**config.mk**
```make
export PLATFORM = sky130hd
export DESIGN_NAME = ring_digit_sequencer_flat
export DESIGN_NICKNAME = d
export VERILOG_FILES = /design/src/rtl/ring_digit_sequencer_pkg.sv /design/src/rtl/ring_digit_sequencer_if.sv /design/src/rtl/ring_digit_sequencer_johnson_to_seg.sv /design/src/rtl/ring_digit_sequencer.sv /design/src/flat_wrapper.sv
export SDC_FILE = /design/constraint.sdc
export NUM_CORES = 1
export LEC_CHECK = 0
export CORE_AREA = 2 2 63 125
export CTS_BUF_LIST = sky130_fd_sc_hd__clkbuf_4
export DETAILED_ROUTE_END_ITERATION = 12
export DIE_AREA = 0 0 65 127
export PLACE_DENSITY = 0.4
export SLEW_MARGIN = 5
export SYNTH_ARGS = -nofsm -noshare
export SYNTH_HDL_FRONTEND = slang
export SYNTH_SLANG_ARGS = --single-unit
```
**constraint.sdc**
```tcl
create_clock -name i_clk -period 7.92 [get_ports i_clk]
set_input_delay 1.584 -clock i_clk [delete_from_list [all_inputs] [get_ports i_clk]]
set_output_delay 1.584 -clock i_clk [all_outputs]
set_load 0.03 [all_outputs]
```
**src/rtl/ring_digit_sequencer_pkg.sv**
```systemverilog
// Shared types, segment constants and Johnson decode for the ring display.
// Consumers: johnson_to_seg and ring_digit_sequencer.
package ring_disp_pkg;

    typedef enum logic [1:0] {
        S_GAP = 2'd0,
        S_H   = 2'd1,
        S_T   = 2'd2,
        S_O   = 2'd3
    } state_t;

    localparam logic [6:0] SEG_0     = 7'h3F;
    localparam logic [6:0] SEG_1     = 7'h06;
    localparam logic [6:0] SEG_2     = 7'h5B;
    localparam logic [6:0] SEG_3     = 7'h4F;
    localparam logic [6:0] SEG_4     = 7'h66;
    localparam logic [6:0] SEG_5     = 7'h6D;
    localparam logic [6:0] SEG_6     = 7'h7D;
    localparam logic [6:0] SEG_7     = 7'h07;
    localparam logic [6:0] SEG_8     = 7'h7F;
    localparam logic [6:0] SEG_9     = 7'h6F;
    localparam logic [6:0] SEG_E     = 7'h79;
    localparam logic [6:0] SEG_BLANK = 7'h00;
    localparam int         DP_BIT    = 7;

    typedef struct packed {
        logic       valid;
        logic [3:0] digit;
    } jdec_t;

    function automatic jdec_t johnson_decode(input logic [4:0] code);
        jdec_t r;
        r.valid = 1'b1;
        r.digit = 4'd0;
        case (code)
            5'b00000: r.digit = 4'd0;
            5'b00001: r.digit = 4'd1;
            5'b00011: r.digit = 4'd2;
            5'b00111: r.digit = 4'd3;
            5'b01111: r.digit = 4'd4;
            5'b11111: r.digit = 4'd5;
            5'b11110: r.digit = 4'd6;
            5'b11100: r.digit = 4'd7;
            5'b11000: r.digit = 4'd8;
            5'b10000: r.digit = 4'd9;
            default:  r.valid = 1'b0;
        endcase
        return r;
    endfunction

    function automatic logic [6:0] digit_seg(input logic [3:0] d);
        logic [6:0] s;
        case (d)
            4'd0:    s = SEG_0;
            4'd1:    s = SEG_1;
            4'd2:    s = SEG_2;
            4'd3:    s = SEG_3;
            4'd4:    s = SEG_4;
            4'd5:    s = SEG_5;
            4'd6:    s = SEG_6;
            4'd7:    s = SEG_7;
            4'd8:    s = SEG_8;
            4'd9:    s = SEG_9;
            default: s = SEG_E;
        endcase
        return s;
    endfunction

endpackage

```
**src/rtl/ring_digit_sequencer_if.sv**
```systemverilog
// Digit triple in, multiplexed segment display out.
// master = producer/observer side, slave = sequencer side.
interface ring_digit_sequencer_if;
    logic [4:0] i_100;
    logic [4:0] i_010;
    logic [4:0] i_001;
    logic       i_hold;
    logic [7:0] o_led;
    logic       o_frame;
    logic [1:0] o_idx;

    modport master (
        output i_100, i_010, i_001, i_hold,
        input  o_led, o_frame, o_idx
    );

    modport slave (
        input  i_100, i_010, i_001, i_hold,
        output o_led, o_frame, o_idx
    );
endinterface

```
**src/rtl/ring_digit_sequencer_johnson_to_seg.sv**
```systemverilog
// Johnson code to 7-segment pattern; illegal codes always show "E",
// a blank request only suppresses legal digits.
module johnson_to_seg
    import ring_disp_pkg::*;
(
    input  logic [4:0] code,
    input  logic       blank,
    output logic [6:0] seg
);
    jdec_t dec;

    assign dec = johnson_decode(code);

    always_comb begin
        seg = SEG_E;
        if (dec.valid) begin
            seg = blank ? SEG_BLANK : digit_seg(dec.digit);
        end
    end
endmodule

```
**src/rtl/ring_digit_sequencer.sv**
```systemverilog
// Frame sequencer: GAP -> H -> T -> O, snapshot taken at frame start.
// Define RING_DIGIT_LZB_EN for leading-zero blanking.
module ring_digit_sequencer
    import ring_disp_pkg::*;
#(
    parameter int pDWELL = 1000,
    parameter int pGAP   = 250
) (
    input  logic                  i_clk,
    input  logic                  i_rst,
    ring_digit_sequencer_if.slave bus
);
    localparam int MAXC = (pDWELL > pGAP) ? pDWELL : pGAP;
    localparam int CW   = (MAXC > 1) ? $clog2(MAXC) : 1;
    localparam logic [CW-1:0] DWELL_LAST = CW'(pDWELL - 1);
    localparam logic [CW-1:0] GAP_LAST   = CW'(pGAP - 1);

    state_t          state;
    state_t          state_nx;
    logic [CW-1:0]   cnt;
    logic            last;
    logic [4:0]      snap_h;
    logic [4:0]      snap_t;
    logic [4:0]      snap_o;
    logic [4:0]      code;
    logic            blank;
    logic [6:0]      seg;
    logic [7:0]      led_q;
    logic            frame_q;

    assign last = (state == S_GAP) ? (cnt == GAP_LAST)
                                   : (cnt == DWELL_LAST);

    always_comb begin
        state_nx = S_GAP;
        unique case (state)
            S_GAP: state_nx = S_H;
            S_H:   state_nx = S_T;
            S_T:   state_nx = S_O;
            S_O:   state_nx = S_GAP;
        endcase
    end

    always_ff @(posedge i_clk) begin
        if (i_rst) begin
            state   <= S_GAP;
            cnt     <= '0;
            snap_h  <= '0;
            snap_t  <= '0;
            snap_o  <= '0;
            frame_q <= 1'b0;
        end else begin
            frame_q <= last && (state == S_GAP);
            if (last) begin
                state <= state_nx;
                cnt   <= '0;
            end else begin
                cnt <= cnt + CW'(1);
            end
            // Frame-start snapshot keeps all three digits self-consistent
            if (last && (state == S_GAP) && !bus.i_hold) begin
                snap_h <= bus.i_100;
                snap_t <= bus.i_010;
                snap_o <= bus.i_001;
            end
        end
    end

    always_comb begin
        code = snap_o;
        unique case (state)
            S_H:     code = snap_h;
            S_T:     code = snap_t;
            default: code = snap_o;
        endcase
    end

`ifdef RING_DIGIT_LZB_EN
    jdec_t dec_h;
    jdec_t dec_t;
    logic  h_zero;
    logic  t_zero;

    assign dec_h  = johnson_decode(snap_h);
    assign dec_t  = johnson_decode(snap_t);
    assign h_zero = dec_h.valid && (dec_h.digit == 4'd0);
    assign t_zero = dec_t.valid && (dec_t.digit == 4'd0);
    assign blank  = ((state == S_H) && h_zero)
                 || ((state == S_T) && h_zero && t_zero);
`else
    assign blank = 1'b0;
`endif

    johnson_to_seg u_seg (
        .code  (code),
        .blank (blank),
        .seg   (seg)
    );

    always_ff @(posedge i_clk) begin
        if (i_rst) begin
            led_q <= 8'h00;
        end else begin
            unique case (state)
                S_GAP:   led_q <= 8'h00;
                S_O:     led_q <= {1'b1, seg};
                default: led_q <= {1'b0, seg};
            endcase
        end
    end

    assign bus.o_led   = led_q;
    assign bus.o_frame = frame_q;
    assign bus.o_idx   = state;
endmodule
```
**src/flat_wrapper.sv**
```systemverilog
// flat-port wrapper written by rule: the top's interface ports become plain ports
module ring_digit_sequencer_flat import ring_disp_pkg::*;
#(
    parameter int pDWELL = 1000,
    parameter int pGAP   = 250
)
  (i_clk, i_rst, bus_i_100, bus_i_010, bus_i_001, bus_i_hold, bus_o_led, bus_o_frame, bus_o_idx);
  ring_digit_sequencer_if bus_i ();
  input  logic i_clk;
  input  logic i_rst;
  input wire logic [$bits(bus_i.i_100)-1:0] bus_i_100;
  input wire logic [$bits(bus_i.i_010)-1:0] bus_i_010;
  input wire logic [$bits(bus_i.i_001)-1:0] bus_i_001;
  input wire logic [$bits(bus_i.i_hold)-1:0] bus_i_hold;
  output wire logic [$bits(bus_i.o_led)-1:0] bus_o_led;
  output wire logic [$bits(bus_i.o_frame)-1:0] bus_o_frame;
  output wire logic [$bits(bus_i.o_idx)-1:0] bus_o_idx;
  assign bus_i.i_100 = bus_i_100;
  assign bus_i.i_010 = bus_i_010;
  assign bus_i.i_001 = bus_i_001;
  assign bus_i.i_hold = bus_i_hold;
  assign bus_o_led = bus_i.o_led;
  assign bus_o_frame = bus_i.o_frame;
  assign bus_o_idx = bus_i.o_idx;
  ring_digit_sequencer #(.pDWELL(pDWELL), .pGAP(pGAP)) u_core (.i_clk(i_clk), .i_rst(i_rst), .bus(bus_i));
endmodule
```
==> results.yml <==
routing:
  ant_nets: 0
  drc: 0
  dr.first_iter.drc_count: 66
  avgViaCountPerCell: 4.62
  wl_mm: 4.50
  avgRoutedWirePerCell_um: 14.4
  dr.pass1.iters: 4
  vias: 1446
grt:
  antenna_found_initial: 1
  grt_pass1_vias: 1501
  grt_max_degree: 25
  grt_pass1_wl_mm: 7.29
  overflow: 0
  track_usage: 0.119
placement:
  dpl_cell_area_um2: 2150
  gp_congestion: 0.742
  dpl.hpwl_mm: 3.38
  io_buffers: 28
cells_and_area:
  post-route-cell-area_um2: 2200
  drive_above_1_share: 0.0682
  nets: 249
  area_growth_pct: 23.6
  utilization: 0.306
cts:
  htreeDepth: 2
  cts_root_buf: "clkbuf_4"
  cts.clk_slew.worst_paths_ps: 110
  cts_made_buffers: 5
  insertion_delay_ps: 360
  numClockSinks: 36
  clock_path_buffers: 2
  holdBufCountCts: 0
  cts_setup_buffers: 0
  tritoncts: "done"
  postCtsResizedCells: 0
die:
  coreArea_um2: 7210
  start_util: 0.247
  fp.dieW_um: 65
  die_area_um2: 8260
  fp.dieH_um: 127
  num_rows: 44
  io_pins: 29
critical_path:
  reg2regPathDepth: 9
  slowest_delay_ps: 580
  cp-end-kind: "flop"
  cp_max_fo: 14
  crit_path_top_delay_cell: "mux2i_1"
  path_class: "reg -> reg"
  path_cells: "inv_1 -> ha_1 -> mux2i_1 -> nand2_1 -> o32ai_1 -> a21oi_1 -> ha_1 -> a211oi_1 -> o32ai_1"
  critPathArrivalTime_ps: 3450
  crit_required_ps: 8160
  start_kind: "flop"
run:
  max_cap_violations: 0
yosys:
  synth_area_leaders: "dfxtp_1, mux2i_1, ha_1"
  synth_warnings: 0
  synth-main-ff-cell: "dfxtp_1"
  syn_area_per_cell_um2: 9.34
  synth_area_um2: 1780
  syn_inst: 191
  synth_edf_count: 0
  synth-async-reset-ratio: 0
  ys_types: 36
  yosysTopAreaCellShare: 0.404
  ys_ff_latch: 36
  yosys.area.top_type: "dfxtp_1"
  synth_nets: 220
  synth-seq-area-share: 0.404
sta:
  fmax_mhz: 312
  hold_viol: 0
  fin_skew_ps: 6.43
  setup_viol: 0
  setup-tns-final_ps: 0
  min_period_ps: 3210
  slew_headroom: 0.396
  whs_ps: 502
  worst_pin_slew_ps: 903
  rsz0062_at_grt: "no"
  slew_violations: 0
  finalCritPeriodShare: 0.405
power_and_ir_drop:
  finalPower_uw: 298
  irDropWorstVdd_v: 0.0000358
  power_leakage_uw: 0.000796
  power_density_nw_per_um2: 135
hold_path:
  min_path_cells: 1
  min_path_type: "reg -> reg"
outcome:
  status: "completed"
[per-stage QoR]
| stage | worst slack, ps | cells |
|---|---|---|
| floorplan | 4860 | 191 |
| global placement | 4510 | 305 |
| detailed placement | 4490 | 305 |
| CTS | 4690 | 312 |
| global route | 4390 | 313 |
| finish | 4710 | 313 |
[synth_stat cells (2+ instances only)]
| cell | count |
|---|---|
| a22oi_1 | 4 |
| a21o_1 | 5 |
| nand3_1 | 8 |
| nor2_1 | 35 |
| or2_2 | 4 |
| nand2_1 | 6 |
| o21ai_0 | 2 |
| ha_1 | 11 |
| clkbuf_1 | 5 |
| xor2_1 | 6 |
| mux2i_1 | 18 |
| nand4b_1 | 2 |
| inv_1 | 6 |
| xnor2_1 | 3 |
| a211oi_1 | 5 |
| dfxtp_1 | 36 |
| and3_1 | 3 |
| a21oi_1 | 11 |
| a221oi_1 | 2 |
| o32ai_1 | 3 |
[cell families (layout without fill, tap and decap cells)]
| group | after synthesis | after routing | synth area share |
|---|---|---|---|
| mux | 19 | 19 | 0.107 |
| flops | 36 | 36 | 0.404 |
| simple gates | 63 | 63 | 0.166 |
| xor+xnor | 9 | 9 | 0.0442 |
| other cells | 0 | 1 | 0 |
| fa+ha+maj | 11 | 11 | 0.0771 |
| compound gates | 40 | 40 | 0.169 |
| buf+inv | 13 | 42 | 0.0323 |
[power by group]
| group | switching [uW] | total, uW | leakage, uW | internal, uW |
|---|---|---|---|---|
| clock network | 63.0 | 99.1 | 0.0000315 | 36.1 |
| registers | 1.75 | 184 | 0.000290 | 182 |
| logic | 5.48 | 14.8 | 0.000474 | 9.28 |
| total | 70.2 | 298 | 0.000796 | 228 |
[critical path, delay by kind of cell, from the launching register on]
family,cells,cell delay [ps]
adder cells (fa/ha/maj),2,840
AND/OR/NAND/NOR,1,330
AO/OA/AOI/OAI,4,800
buffers and inverters,1,90
multiplexers,1,580
flip-flops,1,440
[cells in the final DEF (no fill, tap or decap)]
master            n
dfxtp_1          36
nor2_1           35
clkdlybuf4s50_1  28
mux2i_1          18
a21oi_1          11
ha_1             11
nand3_1           8
inv_1             6
nand2_1           6
xor2_1            6
clkbuf_4          6
a21o_1            5
a211oi_1          5
a22oi_1           4
or2_2             4
xnor2_1           3
o32ai_1           3
and3_1            3
nand4b_1          2
o21ai_0           2
a221oi_1          2
diode_2           1
a22o_1            1
nand2b_1          1
o22a_1            1
nor4b_1           1
or4b_4            1
a2111oi_4         1
nor2b_1           1
or3_1             1
o31ai_1           1
o221ai_1          1
a221o_1           1
o21a_1            1
mux2_2            1
a311oi_1          1
clkinv_2          1
buf_4             1
[registers in the layout, summed over array words and instances (netlist names)]
register / flops
u_core.snap_h: 5
u_core.cnt: 10
u_core.bus.o_led: 8
u_core.bus.o_frame: 1
u_core.snap_o: 5
u_core.bus.o_idx: 2
u_core.snap_t: 5
[routing by layer]
metal  global-route usage  part of all wire
met5                    0                 0
met4               0.0788             0.037
met3               0.0255             0.033
met2                0.215              0.56
met1                0.118              0.37
[layout make-up]
type	instances	area, um2
antenna	1	2.50
clock buffer	6	45.0
clock inverter	1	5.00
fill	785	5010
inverter	6	22.5
multi-input combinational	142	1010
sequential	36	721
tap	92	115
timing repair buffer	29	288
[final timing paths]
kind                  startpoint                  end  slack, ps
max          u_core.bus.o_idx[0]  u_core.bus.o_led[5]       4710
min                u_core.cnt[0]        u_core.cnt[0]        500
max reg2reg  u_core.bus.o_idx[0]  u_core.bus.o_led[5]       4710
min reg2reg        u_core.cnt[0]        u_core.cnt[0]        500
No activity file was read; power rests on OpenSTA's default activity.
